## src/rtl/xadc_argmax_sweep_if.sv

```systemverilog
// DRP port between the XADC primitive (slave) and a DRP reader (master).
// drp_do carries the primitive's DO output; "do" itself is a reserved word in SystemVerilog.
interface xadc_argmax_sweep_if;
    logic [6:0]  daddr;
    logic        den;
    logic        dwe;
    logic [15:0] di;
    logic [15:0] drp_do;
    logic        drdy;

    modport master (output daddr, den, dwe, di, input drp_do, drdy);
    modport slave  (input daddr, den, dwe, di, output drp_do, drdy);
endinterface

```

## src/rtl/xadc_argmax_sweep.sv

```systemverilog
// Reads NUM_CH XADC status registers over DRP after every end-of-sequence and publishes
// the argmax channel. Define XADC_SWEEP_TIMEOUT_EN to abort a sweep on a missing DRDY.
//
// state | meaning
// IDLE  | waiting for eos; drdy ignored
// REQ   | den pulse for channel idx
// WAIT  | waiting for drdy of channel idx
module xadc_argmax_sweep #(
    parameter int         NUM_CH         = 4,
    parameter logic [6:0] BASE_ADDR      = 7'h10,
    parameter int         DATA_W         = 12,
    parameter int         TIMEOUT_CYCLES = 64,
    localparam int        IDX_W          = ($clog2(NUM_CH) > 1) ? $clog2(NUM_CH) : 1
) (
    input  logic                       clk,
    input  logic                       rst,
    input  logic                       eos,
    xadc_argmax_sweep_if.master        drp,
    output logic [NUM_CH*DATA_W-1:0]   measured,
    output logic [IDX_W-1:0]           network_output,
    output logic [DATA_W-1:0]          max_value,
    output logic                       result_valid,
    output logic                       timeout_err
);

    typedef enum logic [1:0] {IDLE, REQ, WAIT} state_t;

    state_t              state, state_nxt;
    logic [IDX_W-1:0]    idx, idx_nxt;
    logic                den_q, den_nxt;
    logic [6:0]          daddr_q, daddr_nxt;
    logic [DATA_W-1:0]   run_max, run_max_nxt;
    logic [IDX_W-1:0]    run_idx, run_idx_nxt;
    logic [IDX_W-1:0]    net_nxt;
    logic [DATA_W-1:0]   max_nxt;
    logic                valid_nxt;
    logic                capture;
    logic                last_ch;
    logic                better;
    logic [DATA_W-1:0]   sample;
    logic                unused_do;

    assign drp.den   = den_q;
    assign drp.daddr = daddr_q;
    assign drp.dwe   = 1'b0;
    assign drp.di    = '0;

    // Results are left-justified in the status registers; low bits are dropped.
    assign sample    = drp.drp_do[15 -: DATA_W];
    assign unused_do = ^drp.drp_do;
    assign last_ch   = (idx == IDX_W'(NUM_CH - 1));
    assign better    = (idx == '0) || (sample > run_max);

`ifdef XADC_SWEEP_TIMEOUT_EN
    localparam int CNT_W = $clog2(TIMEOUT_CYCLES + 1);
    logic [CNT_W-1:0] tmr, tmr_nxt;
    logic             tout_nxt;
`else
    localparam int UNUSED_TIMEOUT = TIMEOUT_CYCLES;
    assign timeout_err = 1'b0;
`endif

    always_comb begin
        state_nxt   = state;
        idx_nxt     = idx;
        den_nxt     = 1'b0;
        daddr_nxt   = '0;
        run_max_nxt = run_max;
        run_idx_nxt = run_idx;
        net_nxt     = network_output;
        max_nxt     = max_value;
        valid_nxt   = 1'b0;
        capture     = 1'b0;
`ifdef XADC_SWEEP_TIMEOUT_EN
        tmr_nxt     = tmr;
        tout_nxt    = 1'b0;
`endif
        case (state)
            IDLE: begin
                if (eos) begin
                    state_nxt = REQ;
                    idx_nxt   = '0;
                    den_nxt   = 1'b1;
                    daddr_nxt = BASE_ADDR;
                end
            end
            REQ: begin
                state_nxt = WAIT;
`ifdef XADC_SWEEP_TIMEOUT_EN
                tmr_nxt   = CNT_W'(TIMEOUT_CYCLES);
`endif
            end
            WAIT: begin
                if (drp.drdy) begin
                    capture     = 1'b1;
                    run_max_nxt = better ? sample : run_max;
                    run_idx_nxt = better ? idx : run_idx;
                    if (last_ch) begin
                        state_nxt = IDLE;
                        valid_nxt = 1'b1;
                        net_nxt   = run_idx_nxt;
                        max_nxt   = run_max_nxt;
                    end else begin
                        state_nxt = REQ;
                        idx_nxt   = idx + 1'b1;
                        den_nxt   = 1'b1;
                        daddr_nxt = BASE_ADDR + 7'(idx) + 7'd1;
                    end
                end
`ifdef XADC_SWEEP_TIMEOUT_EN
                // Down-counter: the cycle it would hit zero without drdy is the timeout.
                else if (tmr == CNT_W'(1)) begin
                    state_nxt = IDLE;
                    tout_nxt  = 1'b1;
                end else begin
                    tmr_nxt = tmr - 1'b1;
                end
`endif
            end
            default: state_nxt = IDLE;
        endcase
    end

    always_ff @(posedge clk or posedge rst) begin
        if (rst) begin
            state          <= IDLE;
            idx            <= '0;
            den_q          <= 1'b0;
            daddr_q        <= '0;
            run_max        <= '0;
            run_idx        <= '0;
            network_output <= '0;
            max_value      <= '0;
            result_valid   <= 1'b0;
            measured       <= '0;
`ifdef XADC_SWEEP_TIMEOUT_EN
            tmr            <= '0;
            timeout_err    <= 1'b0;
`endif
        end else begin
            state          <= state_nxt;
            idx            <= idx_nxt;
            den_q          <= den_nxt;
            daddr_q        <= daddr_nxt;
            run_max        <= run_max_nxt;
            run_idx        <= run_idx_nxt;
            network_output <= net_nxt;
            max_value      <= max_nxt;
            result_valid   <= valid_nxt;
            if (capture) begin
                measured[int'(idx)*DATA_W +: DATA_W] <= sample;
            end
`ifdef XADC_SWEEP_TIMEOUT_EN
            tmr            <= tmr_nxt;
            timeout_err    <= tout_nxt;
`endif
        end
    end

endmodule

```

## src/flat_wrapper.sv

```systemverilog
// flat-port wrapper written by rule: the top's interface ports become plain ports
module xadc_argmax_sweep_flat 
#(
    parameter int         NUM_CH         = 4,
    parameter logic [6:0] BASE_ADDR      = 7'h10,
    parameter int         DATA_W         = 12,
    parameter int         TIMEOUT_CYCLES = 64,
    localparam int        IDX_W          = ($clog2(NUM_CH) > 1) ? $clog2(NUM_CH) : 1
)
  (clk, rst, eos, measured, network_output, max_value, result_valid, timeout_err, drp_daddr, drp_den, drp_dwe, drp_di, drp_drp_do, drp_drdy);
  xadc_argmax_sweep_if drp_i ();
  input  logic clk;
  input  logic rst;
  input  logic eos;
  output logic [NUM_CH*DATA_W-1:0] measured;
  output logic [IDX_W-1:0] network_output;
  output logic [DATA_W-1:0] max_value;
  output logic result_valid;
  output logic timeout_err;
  output wire logic [$bits(drp_i.daddr)-1:0] drp_daddr;
  output wire logic [$bits(drp_i.den)-1:0] drp_den;
  output wire logic [$bits(drp_i.dwe)-1:0] drp_dwe;
  output wire logic [$bits(drp_i.di)-1:0] drp_di;
  input wire logic [$bits(drp_i.drp_do)-1:0] drp_drp_do;
  input wire logic [$bits(drp_i.drdy)-1:0] drp_drdy;
  assign drp_daddr = drp_i.daddr;
  assign drp_den = drp_i.den;
  assign drp_dwe = drp_i.dwe;
  assign drp_di = drp_i.di;
  assign drp_i.drp_do = drp_drp_do;
  assign drp_i.drdy = drp_drdy;
  xadc_argmax_sweep #(.NUM_CH(NUM_CH), .BASE_ADDR(BASE_ADDR), .DATA_W(DATA_W), .TIMEOUT_CYCLES(TIMEOUT_CYCLES)) u_core (.clk(clk), .rst(rst), .eos(eos), .drp(drp_i), .measured(measured), .network_output(network_output), .max_value(max_value), .result_valid(result_valid), .timeout_err(timeout_err));
endmodule
```

## config.mk

```make
export PLATFORM = sky130hd
export DESIGN_NAME = xadc_argmax_sweep_flat
export DESIGN_NICKNAME = d
export VERILOG_FILES = /design/src/rtl/xadc_argmax_sweep_if.sv /design/src/rtl/xadc_argmax_sweep.sv /design/src/flat_wrapper.sv
export SDC_FILE = /design/constraint.sdc
export NUM_CORES = 1
export LEC_CHECK = 0
export CORE_MARGIN = 1.5
export CORE_UTILIZATION = 40
export DETAILED_ROUTE_END_ITERATION = 8
export GPL_TIMING_DRIVEN = 1
export PLACE_DENSITY_LB_ADDON = 0.15
export SLEW_MARGIN = 10
export SYNTH_ARGS = -nofsm -noshare
export SYNTH_HDL_FRONTEND = slang
export SYNTH_SLANG_ARGS = --single-unit
```

## constraint.sdc

```tcl
create_clock -name clk -period 2.6 [get_ports clk]
set_input_delay 0.52 -clock clk [delete_from_list [all_inputs] [get_ports clk]]
set_output_delay 0.52 -clock clk [all_outputs]
set_load 0.005 [all_outputs]
```

==> results by group <==
CTS
  – PostCTS Resize Cnt: 0
  – Post-CTS Setup Inserts: 0
  – Clock-pin slew on the worst setup and hold paths: 0.10 ns
  – Hold-fix buffers, CTS: 0
  – Clock buffer depth: 2
  – CTS buffer count: 9
  – CTS tree: built
  – Clk root buf: clkbuf_8
  – H-tree levels: 3
  – Clk sinks: 84
  – Clk_lat worst skew: 0.38 ns

Logic synthesis
  – EDFF count, synth: 0
  – Post-Syn Instances: 398
  – Post-Synth Adder-Cell Area: 0.0531
  – Synthesized area per cell: 10.6 µm²
  – Top post-synthesis cells by area: dfrtp_1 50%, ha_1 5.3%, buf_4 4.3%, mux2_2 4.3%, nand2_1 3.9%
  – Xor/xnor cell area share of the yosys netlist: 0
  – Post-synthesis mux area share: 0.0567
  – Cell accounting for the most synthesized area: dfrtp_1
  – Post-Syn Area: 4240 µm²
  – FF+latch count, synth: 84
  – Synth Area in Compound Gates: 0.162
  – Yosys cell types: 44
  – Async SR Flop Fraction: 1.00
  – Simple-Gate Fraction of Synth Area: 0.136
  – Main flop type after synthesis: dfrtp_1
  – Sequential area share after synthesis: 0.496
  – Largest family of logic cells by synthesized area: compound AO/OA/AOI/OAI gates
  – Warnings from Yosys: 0
  – Synth top area share: 0.496

Cells and area
  – Non-filler cells, final: 642
  – Most common cell after layout, fill and taps aside: dfrtp_1
  – Area Overhead vs Synth: 28.3%
  – Commonest non-fill, non-tap cells in the layout: 84 x dfrtp_1, 82 x clkdlybuf4s50_1, 44 x nand2_1
  – Nets: 539
  – Post-route cell area: 5440 µm²
  – Fillers: 961
  – ANT cells: 0
  – Fin util: 0.527
  – Share of cells above drive strength 1: 0.180

Pwr
  – Leakage: 2.48 nW
  – Power Density: 894 nW/µm²
  – Peak supply drop: 0.358 mV
  – Total power: 4.86 mW

Global routing
  – Largest net degree at the start of global routing: 85
  – Vias in the first global route: 3232
  – Overall Global Routing Usage: 0.195
  – First-pass GRT wire length: 16900 µm
  – GRT overflow: 0
  – Initial antenna violation count: 0

Floorplan
  – Height of the chip: 106 µm
  – Rows: 37
  – I/O pin cnt: 109
  – Die width: 106 µm
  – Die area: 11200 µm²
  – Initial core utilization: 0.410
  – Core box area: 10300 µm²

Placement
  – DP HPWL: 7520 µm
  – RePlAce Congestion: 0.795
  – # port buffers: 82
  – Cells after DPL: 626
  – DP Area: 5250 µm²

STA
  – Relative slew slack: 0.603
  – Tcrit/Tclk final: 0.940
  – Hold slack final: 0.488 ns
  – Final Hold Fails: 0
  – RSZ-0062 raised after global routing: no
  – Max Slew Vio Count: 0
  – Setup Viol. Count Final: 0
  – F_max: 409 MHz
  – Crit path time final: 2.44 ns
  – Pin slew with the least headroom to its limit: 0.596 ns
  – Fin Clk Skew: 0.0104 ns

Setup path
  – Crit Path Class: in2reg
  – WP data arrival: 2.70 ns
  – Critical Path Sink Type: register
  – Crit-path max FO: 11
  – Worst path required time: 2.86 ns
  – Startpoint types: primary input

Routing
  – Via count: 3291
  – Routed vias/inst: 5.13
  – DRT Pass-1 Iters: 5
  – 1st-iter DRT viols: 167
  – Drt drc: 0
  – Final WL: 10400 µm
  – Antenna-violating nets left: 0
  – Drt wl/cell: 16.2 µm

Status
  – Status: completed

Hold path
  – HP Class: reg2reg

Job
  – Max-cap violation count: 0
==> flip-flops by register name, indices dropped and copies added, names as in the netlist <==
register               flops
u_core.run_idx             2
u_core.network_output      2
u_core.measured           48
u_core.max_value          12
u_core.idx                 2
u_core.run_max            12
u_core.result_valid        1
u_core.drp.daddr           3
u_core.state               2
==> worst paths after layout <==
path,startpoint,endpoint,slack [ns],depth (start not counted)
max reg2reg,u_core.run_max[11],u_core.max_value[7],0.35,9
max in group asynchronous,rst,u_core.max_value[0],1.65,3
min reg2reg,u_core.measured[27],u_core.measured[27],0.49,2
max,drp_drp_do[15],u_core.max_value[7],0.16,9
min,u_core.measured[27],u_core.measured[27],0.49,2
min in group asynchronous,rst,u_core.measured[31],0.62,3
==> per-stage QoR <==
step                      TNS, ns  setup slack, ns
final                           0            0.157
after global routing            0           0.0335
after CTS                       0            0.174
after detailed placement    -5.25           -0.225
after global placement      -4.91           -0.214
after floorplan                 0          0.00227
==> power by group <==
part | total [mW] | leakage, nW | switching, mW | internal (mW)
Combinational | 2.09 | 1.26 | 1.00 | 1.08
Sequential | 1.86 | 1.13 | 0.225 | 1.63
Clock | 0.919 | 0.0878 | 0.549 | 0.370
Total | 4.86 | 2.48 | 1.78 | 3.09
==> per-layer routing <==
metal  GRT usage  share of wire  vias to the layer above
met2       0.317           0.47                      115
li1            -              -                     1566
met5           0              0                        -
met4      0.0521          0.017                        0
met1       0.267           0.46                     1597
met3      0.0368          0.048                       13
==> critical path, cell delays in order <==
cell and delay [ns]:
clkdlybuf4s50_1 0.44, ha_1 0.33, buf_4 0.14, a21oi_1 0.10
o21ai_0 0.13, o22ai_1 0.30, a21oi_1 0.14, buf_4 0.21
a221o_2 0.39
==> cell type report <==
| class | instances | area, µm² | area share |
|---|---|---|---|
| clock inverter | 7 | 65.1 | 0.0120 |
| inverter | 19 | 75.1 | 0.0138 |
| tap | 136 | 170 | 0.0313 |
| timing repair buffer | 116 | 1090 | 0.200 |
| sequential | 84 | 2100 | 0.386 |
| multi-input combinational | 271 | 1810 | 0.334 |
| clock buffer | 9 | 124 | 0.0228 |
==> cell usage after synthesis (3+ instances only) <==
cell type and count:
nand2_1 44, or2_2 4, o21ai_0 29, clkbuf_1 9, dfrtp_1 84, nand2b_1 5
o31ai_1 8, a221o_2 4, nor3_1 3, and2_2 10, nand4_1 3, nor2_1 13
and3_1 3, a21oi_1 11, nand3_1 8, nor2b_1 6, a22o_1 16, and2_1 5
inv_1 19, buf_6 4, mux2_2 16, mux2i_1 6, clkdlybuf4s50_2 3, ha_1 18
a221o_1 10, a22oi_1 7, buf_4 24, a222oi_1 3
==> cell families (layout without fill, tap and decap cells) <==
family                   Yosys count  after routing
multiplexers                      22             22
adder cells (fa/ha/maj)           18             18
AND/OR/NAND/NOR                  113            113
AO/OA/AOI/OAI                     96             96
flip-flops                        84             84
other                              1             22
buffers and inverters             64            151
Power figures use the tool's default switching activity.
